[config.mk]
export PLATFORM = sky130hd
export DESIGN_NAME = core_if_stage
export DESIGN_NICKNAME = d
export VERILOG_FILES = /design/src/rtl/core_pkg.sv /design/src/rtl/core_if_id_reg.sv /design/src/rtl/core_if_stage.sv
export SDC_FILE = /design/constraint.sdc
export NUM_CORES = 1
export LEC_CHECK = 0
export ABC_AREA = 0
export ABC_CLOCK_PERIOD_IN_PS = 2130
export BUFFER_PORTS_ARGS = -buffer_cell sky130_fd_sc_hd__buf_2
export CAP_MARGIN = 20
export CELL_PAD_IN_SITES_DETAIL_PLACEMENT = 0
export CELL_PAD_IN_SITES_GLOBAL_PLACEMENT = 1
export CORE_MARGIN = 2
export CORE_UTILIZATION = 34
export DETAILED_ROUTE_END_ITERATION = 6
export GPL_TIMING_DRIVEN = 0
export PLACE_DENSITY_LB_ADDON = 0.1
export SLEW_MARGIN = 10
export SYNTH_ARGS = -nofsm -noshare
export SYNTH_HDL_FRONTEND = slang
export SYNTH_HIERARCHICAL = 1
export SYNTH_SLANG_ARGS = --single-unit
[constraint.sdc]
create_clock -name clk_i -period 2.13 [get_ports clk_i]
set_input_delay 0.426 -clock clk_i [delete_from_list [all_inputs] [get_ports clk_i]]
set_output_delay 0.426 -clock clk_i [all_outputs]
set_load 0.01 [all_outputs]
[src/rtl/core_pkg.sv]
// Shared core constants: default datapath width, reset PC, bubble encoding and major opcodes.
package core_pkg;

    localparam int          XLEN_DEFAULT      = 32;
    localparam logic [31:0] RESET_PC_DEFAULT  = 32'h0000_0000;
    localparam logic [31:0] NOP_INSTR_DEFAULT = 32'h0000_0013;

    // RV32I major opcodes the front end and hazard logic care about.
    localparam logic [6:0] OPC_LOAD   = 7'b0000011;
    localparam logic [6:0] OPC_BRANCH = 7'b1100011;
    localparam logic [6:0] OPC_JAL    = 7'b1101111;
    localparam logic [6:0] OPC_JALR   = 7'b1100111;

endpackage

[src/rtl/core_if_id_reg.sv]
// Generic pipeline register carrying instr/pc/pc_plus4/valid with load, hold and flush.
// Flush wins over load; flush replaces the instruction with a bubble but keeps the PC fields.
module core_if_id_reg
    import core_pkg::*;
#(
    parameter int          XLEN      = XLEN_DEFAULT,
    parameter logic [31:0] NOP_INSTR = NOP_INSTR_DEFAULT
) (
    input  logic            clk_i,
    input  logic            rst_ni,
    input  logic            load_i,
    input  logic            flush_i,
    input  logic [31:0]     instr_i,
    input  logic [XLEN-1:0] pc_i,
    input  logic [XLEN-1:0] pc_plus4_i,
    output logic [31:0]     instr_o,
    output logic [XLEN-1:0] pc_o,
    output logic [XLEN-1:0] pc_plus4_o,
    output logic            valid_o
);

    logic [31:0]     r_instr;
    logic [XLEN-1:0] r_pc;
    logic [XLEN-1:0] r_pc_plus4;
    logic            r_valid;

    always_ff @(posedge clk_i or negedge rst_ni) begin
        if (!rst_ni) begin
            r_instr    <= NOP_INSTR;
            r_pc       <= '0;
            r_pc_plus4 <= '0;
            r_valid    <= 1'b0;
        end else if (flush_i) begin
            r_instr    <= NOP_INSTR;
            r_valid    <= 1'b0;
        end else if (load_i) begin
            r_instr    <= instr_i;
            r_pc       <= pc_i;
            r_pc_plus4 <= pc_plus4_i;
            r_valid    <= 1'b1;
        end
    end

    assign instr_o    = r_instr;
    assign pc_o       = r_pc;
    assign pc_plus4_o = r_pc_plus4;
    assign valid_o    = r_valid;

endmodule

[src/rtl/core_if_stage.sv]
// Instruction-fetch stage: PC register, next-PC selection and the IF/ID register feeding decode.
// Define IF_PERF_CNT_EN to build the fetch/bubble performance counters.
module core_if_stage
    import core_pkg::*;
#(
    parameter int              XLEN      = XLEN_DEFAULT,
    parameter logic [XLEN-1:0] RESET_PC  = XLEN'(RESET_PC_DEFAULT),
    parameter logic [31:0]     NOP_INSTR = NOP_INSTR_DEFAULT
) (
    input  logic            clk_i,
    input  logic            rst_ni,
    input  logic            stall_i,
    input  logic            redirect_i,
    input  logic [XLEN-1:0] redirect_pc_i,
    output logic [XLEN-1:0] imem_addr_o,
    input  logic [31:0]     imem_rdata_i,
    input  logic            imem_valid_i,
    output logic [31:0]     instr_o,
    output logic [XLEN-1:0] pc_o,
    output logic [XLEN-1:0] pc_plus4_o,
    output logic            valid_o,
    output logic [31:0]     fetch_cnt_o,
    output logic [31:0]     bubble_cnt_o
);

    logic [XLEN-1:0] r_pc;
    logic [XLEN-1:0] w_pc_next;
    logic [XLEN-1:0] w_pc_plus4;
    logic [XLEN-1:0] w_redirect_tgt;
    logic            w_fetch;
    logic            w_bubble;

    assign w_pc_plus4     = r_pc + XLEN'(4);
    assign w_redirect_tgt = redirect_pc_i & ~XLEN'(3);

    // Redirect beats stall beats memory wait; only a clean cycle advances the PC.
    always_comb begin
        w_pc_next = r_pc;
        w_fetch   = 1'b0;
        w_bubble  = 1'b0;
        if (redirect_i) begin
            w_pc_next = w_redirect_tgt;
            w_bubble  = 1'b1;
        end else if (stall_i) begin
            w_pc_next = r_pc;
        end else if (!imem_valid_i) begin
            w_bubble  = 1'b1;
        end else begin
            w_pc_next = w_pc_plus4;
            w_fetch   = 1'b1;
        end
    end

    always_ff @(posedge clk_i or negedge rst_ni) begin
        if (!rst_ni) begin
            r_pc <= RESET_PC;
        end else begin
            r_pc <= w_pc_next;
        end
    end

    assign imem_addr_o = r_pc;

    core_if_id_reg #(
        .XLEN      (XLEN),
        .NOP_INSTR (NOP_INSTR)
    ) u_if_id (
        .clk_i      (clk_i),
        .rst_ni     (rst_ni),
        .load_i     (w_fetch),
        .flush_i    (w_bubble),
        .instr_i    (imem_rdata_i),
        .pc_i       (r_pc),
        .pc_plus4_i (w_pc_plus4),
        .instr_o    (instr_o),
        .pc_o       (pc_o),
        .pc_plus4_o (pc_plus4_o),
        .valid_o    (valid_o)
    );

`ifdef IF_PERF_CNT_EN
    logic [31:0] r_fetch_cnt;
    logic [31:0] r_bubble_cnt;

    always_ff @(posedge clk_i or negedge rst_ni) begin
        if (!rst_ni) begin
            r_fetch_cnt  <= '0;
            r_bubble_cnt <= '0;
        end else begin
            if (w_fetch) begin
                r_fetch_cnt <= r_fetch_cnt + 32'd1;
            end
            if (w_bubble) begin
                r_bubble_cnt <= r_bubble_cnt + 32'd1;
            end
        end
    end

    assign fetch_cnt_o  = r_fetch_cnt;
    assign bubble_cnt_o = r_bubble_cnt;
`else
    assign fetch_cnt_o  = '0;
    assign bubble_cnt_o = '0;
`endif

endmodule

==> impl_metrics.json <==
{
  "outcome": "finished clean",
  "io_buffers": 193,
  "relSlewSlack_pct": 57.8,
  "rsz0062_at_grt": "no",
  "rr_startpoint": "imem_addr_o[2]$_DFFE_PN0N_",
  "skew_ps": 7.83,
  "period_share_pct": 96.1,
  "crit_path_top_delay_cell": "mux2_4",
  "cts_sinks": 127,
  "die_x_um": 146,
  "drc": 0,
  "cp_max_fo": 11,
  "drt_iter0_drc": 266,
  "place_area_um2": 8510,
  "final_antenna_net_count": 0,
  "slowest_delay_ps": 310,
  "synth_edf_count": 0,
  "cts_made_buffers": 17,
  "syn2layout_area_growth_pct": 36.1,
  "setup_slack_ps": 82.7,
  "grt_max_degree": 72,
  "drv_slew": 0,
  "worstSetupPathType": "input pin to flop",
  "vias_per_cell": 4.47,
  "antenna_found_initial": 4,
  "drive_gt1_share_pct": 46.2,
  "start_util_pct": 34.3,
  "max_cap_violations": 0,
  "grt_pass1_vias": 5397,
  "crit_end": "u_if_id/pc_plus4_o[18]$_DFFE_PN0P_",
  "leakage_nw": 4.61,
  "critPathCaptureType": "flop",
  "peakVddDrop_uv": 428,
  "synth_cell_types": 50,
  "yosysTopAreaCell": "dfrtp_1",
  "ys_seq_area_share_pct": 46.1,
  "startpoint_type": "input pin",
  "routed_wl_um": 19100,
  "r2r-end": "u_if_id/pc_plus4_o[30]$_DFFE_PN0P_",
  "final_common_cell": "buf_2",
  "grt_pass1_wl_um": 30000,
  "ys_dominant_reg_cell": "dfrtp_1",
  "synth_top_area_share_pct": 45.0,
  "setup_viol": 0,
  "cp-startpoint": "redirect_i",
  "tightest_slew_ps": 632,
  "post_drt_wl_per_cell_um": 16.0,
  "cellPowerDensity_nw_per_um2": 853,
  "synth_adder_area_share_pct": 0.181,
  "die-area_um2": 21500,
  "final_cell_mix": "buf_2, dfrtp_1, buf_4",
  "yosysWarnings": 6,
  "cts_root_buf": "clkbuf_16",
  "cts_tree": "done",
  "fin_nets": 980,
  "fin_crit_ps": 2050,
  "syn_area_per_cell_um2": 11.3,
  "ios": 262,
  "rrSetupSlack_ps": 100,
  "synth-compound-area-share_pct": 4.30,
  "ys_ff_latch": 127,
  "cp_common_cell": "buf_2",
  "worstSkewPairLatency_ps": 420,
  "synthSimpleGateAreaFrac_pct": 14.5,
  "clock.fmax_mhz": 488,
  "grt-ovfl-total": 0,
  "cp.required_ps": 2430,
  "core-area_um2": 20100,
  "rows": 52,
  "postLayoutCoreUtil_pct": 46.7,
  "path_cells": "buf_2 -> clkinvlp_4 -> buf_2 -> o21ai_0 -> buf_2 -> nor2b_4 -> buf_8 -> buf_12 -> mux2_4",
  "synth_area_leaders": "dfrtp_1, mux2_4, buf_4",
  "synthMuxAreaShare_pct": 18.1,
  "grt.total_usage_pct": 17.8,
  "clk_path_buf_depth": 2,
  "vias": 5352,
  "power_mw": 8.01,
  "htree_levels": 4,
  "ff2ff_path_depth": 7,
  "place_hpwl_um": 13900,
  "dieHeight_um": 146,
  "crit_arrival_ps": 2350,
  "gp_congestion": 0.804,
  "hold_path.class": "input pin to flop",
  "clk_pin_slew_ps": 60,
  "hold_viol": 0,
  "firstDrtPassIters": 4,
  "synth_cells": 609,
  "synth_top_family_by_area": "multiplexers",
  "synth-xor-area-share_pct": 5.20,
  "place_ws_ps": -719,
  "netlist_area_um2": 6900,
  "async_reset_ff_share_pct": 100,
  "finalInstanceArea_um2": 9390
}
[cells in the mapped netlist (8+ instances only)]
cell / number
and4_1: 10
buf_2: 12
buf_4: 66
clkbuf_1: 19
dfrtp_1: 124
mux2_4: 60
mux2i_1: 30
nand2_1: 33
nand3_1: 22
nand4_1: 16
nor2_1: 54
nor3_1: 10
nor4_1: 8
o21ai_0: 20
xnor2_1: 29
xor2_1: 12
[state kept, by name, summed over array words and instances, names as in the netlist]
signal and count:
u_if_id/pc_o 32, imem_addr_o 30, u_if_id/instr_o 32, u_if_id/valid_o 1, u_if_id/pc_plus4_o 32
[cells by family after synthesis]
group	after synthesis
XOR/XNOR	41
multiplexers	94
adder cells (fa/ha/maj)	1
other	1
flip-flops	127
buffers and inverters	112
AND/OR/NAND/NOR	188
AO/OA/AOI/OAI	45
[routing by layer]
metal  vias up  wire (um)  track usage (%)
met5         -         13                0
met3        17       1190             4.16
met4         2        244             5.83
met1      2539       8580             24.1
li1       2602          -                -
met2       192       9050             28.4
[report_power, final]
part	switching [mW]	internal, mW
registers	0.278	2.82
logic	0.878	1.02
clock network	1.16	1.86
total	2.31	5.69
[per-stage QoR]
stage	hold WS, ps	cells	setup TNS [ps]
final	208	1196	0
after global routing	212	1196	0
after CTS	192	1184	0
after detailed placement	432	1143	-58820
after global placement	472	1141	-195780
after floorplan	130	678	0
[area by class of cell]
cell class / instances / area [um^2]
sequential: 127 / 3190
timing repair buffer: 214 / 1180
inverter: 6 / 26.3
antenna: 3 / 7.51
clock inverter: 15 / 188
buffer: 105 / 815
multi-input combinational: 439 / 3220
tap: 270 / 338
fill: 1942 / 10700
clock buffer: 17 / 425
[timing repair]
item | CTS | global route
hold buffers | 1 | 0
setup buffers | 9 | 9
endpoints found under the setup margin | 77 | 52
pin swaps | 4 | 2
gates resized for setup | 20 | 26
hold endpoints to repair | 48 | 0
[how the worst min path moves through the flow]
| stage | startpoint | to | slack, ps | cells past startpoint |
|---|---|---|---|---|
| 2_1_floorplan | rst_ni | imem_addr_o[10]$_DFFE_PN0N_ | 130 | 0 |
| 3_3_place_gp | u_if_id/valid_o$_DFFE_PN0P_ | u_if_id/valid_o$_DFFE_PN0P_ | 470 | 2 |
| 3_5_place_dp | rst_ni | u_if_id/instr_o[16]$_DFFE_PN0P_ | 430 | 1 |
| 4_1_cts | redirect_pc_i[6] | imem_addr_o[6]$_DFFE_PN0N_ | 190 | 3 |
| 5_1_grt | redirect_pc_i[4] | imem_addr_o[4]$_DFFE_PN0N_ | 210 | 3 |
| 6_report | redirect_pc_i[6] | imem_addr_o[6]$_DFFE_PN0N_ | 210 | 3 |
[worst max-delay path: cells and delay by family]
family                 cells  cell delay, ps
multiplexers               1             310
AND/OR/NAND/NOR            1             130
AO/OA/AOI/OAI              1             220
buffers and inverters      6            1240
Power figures use the tool's default switching activity.
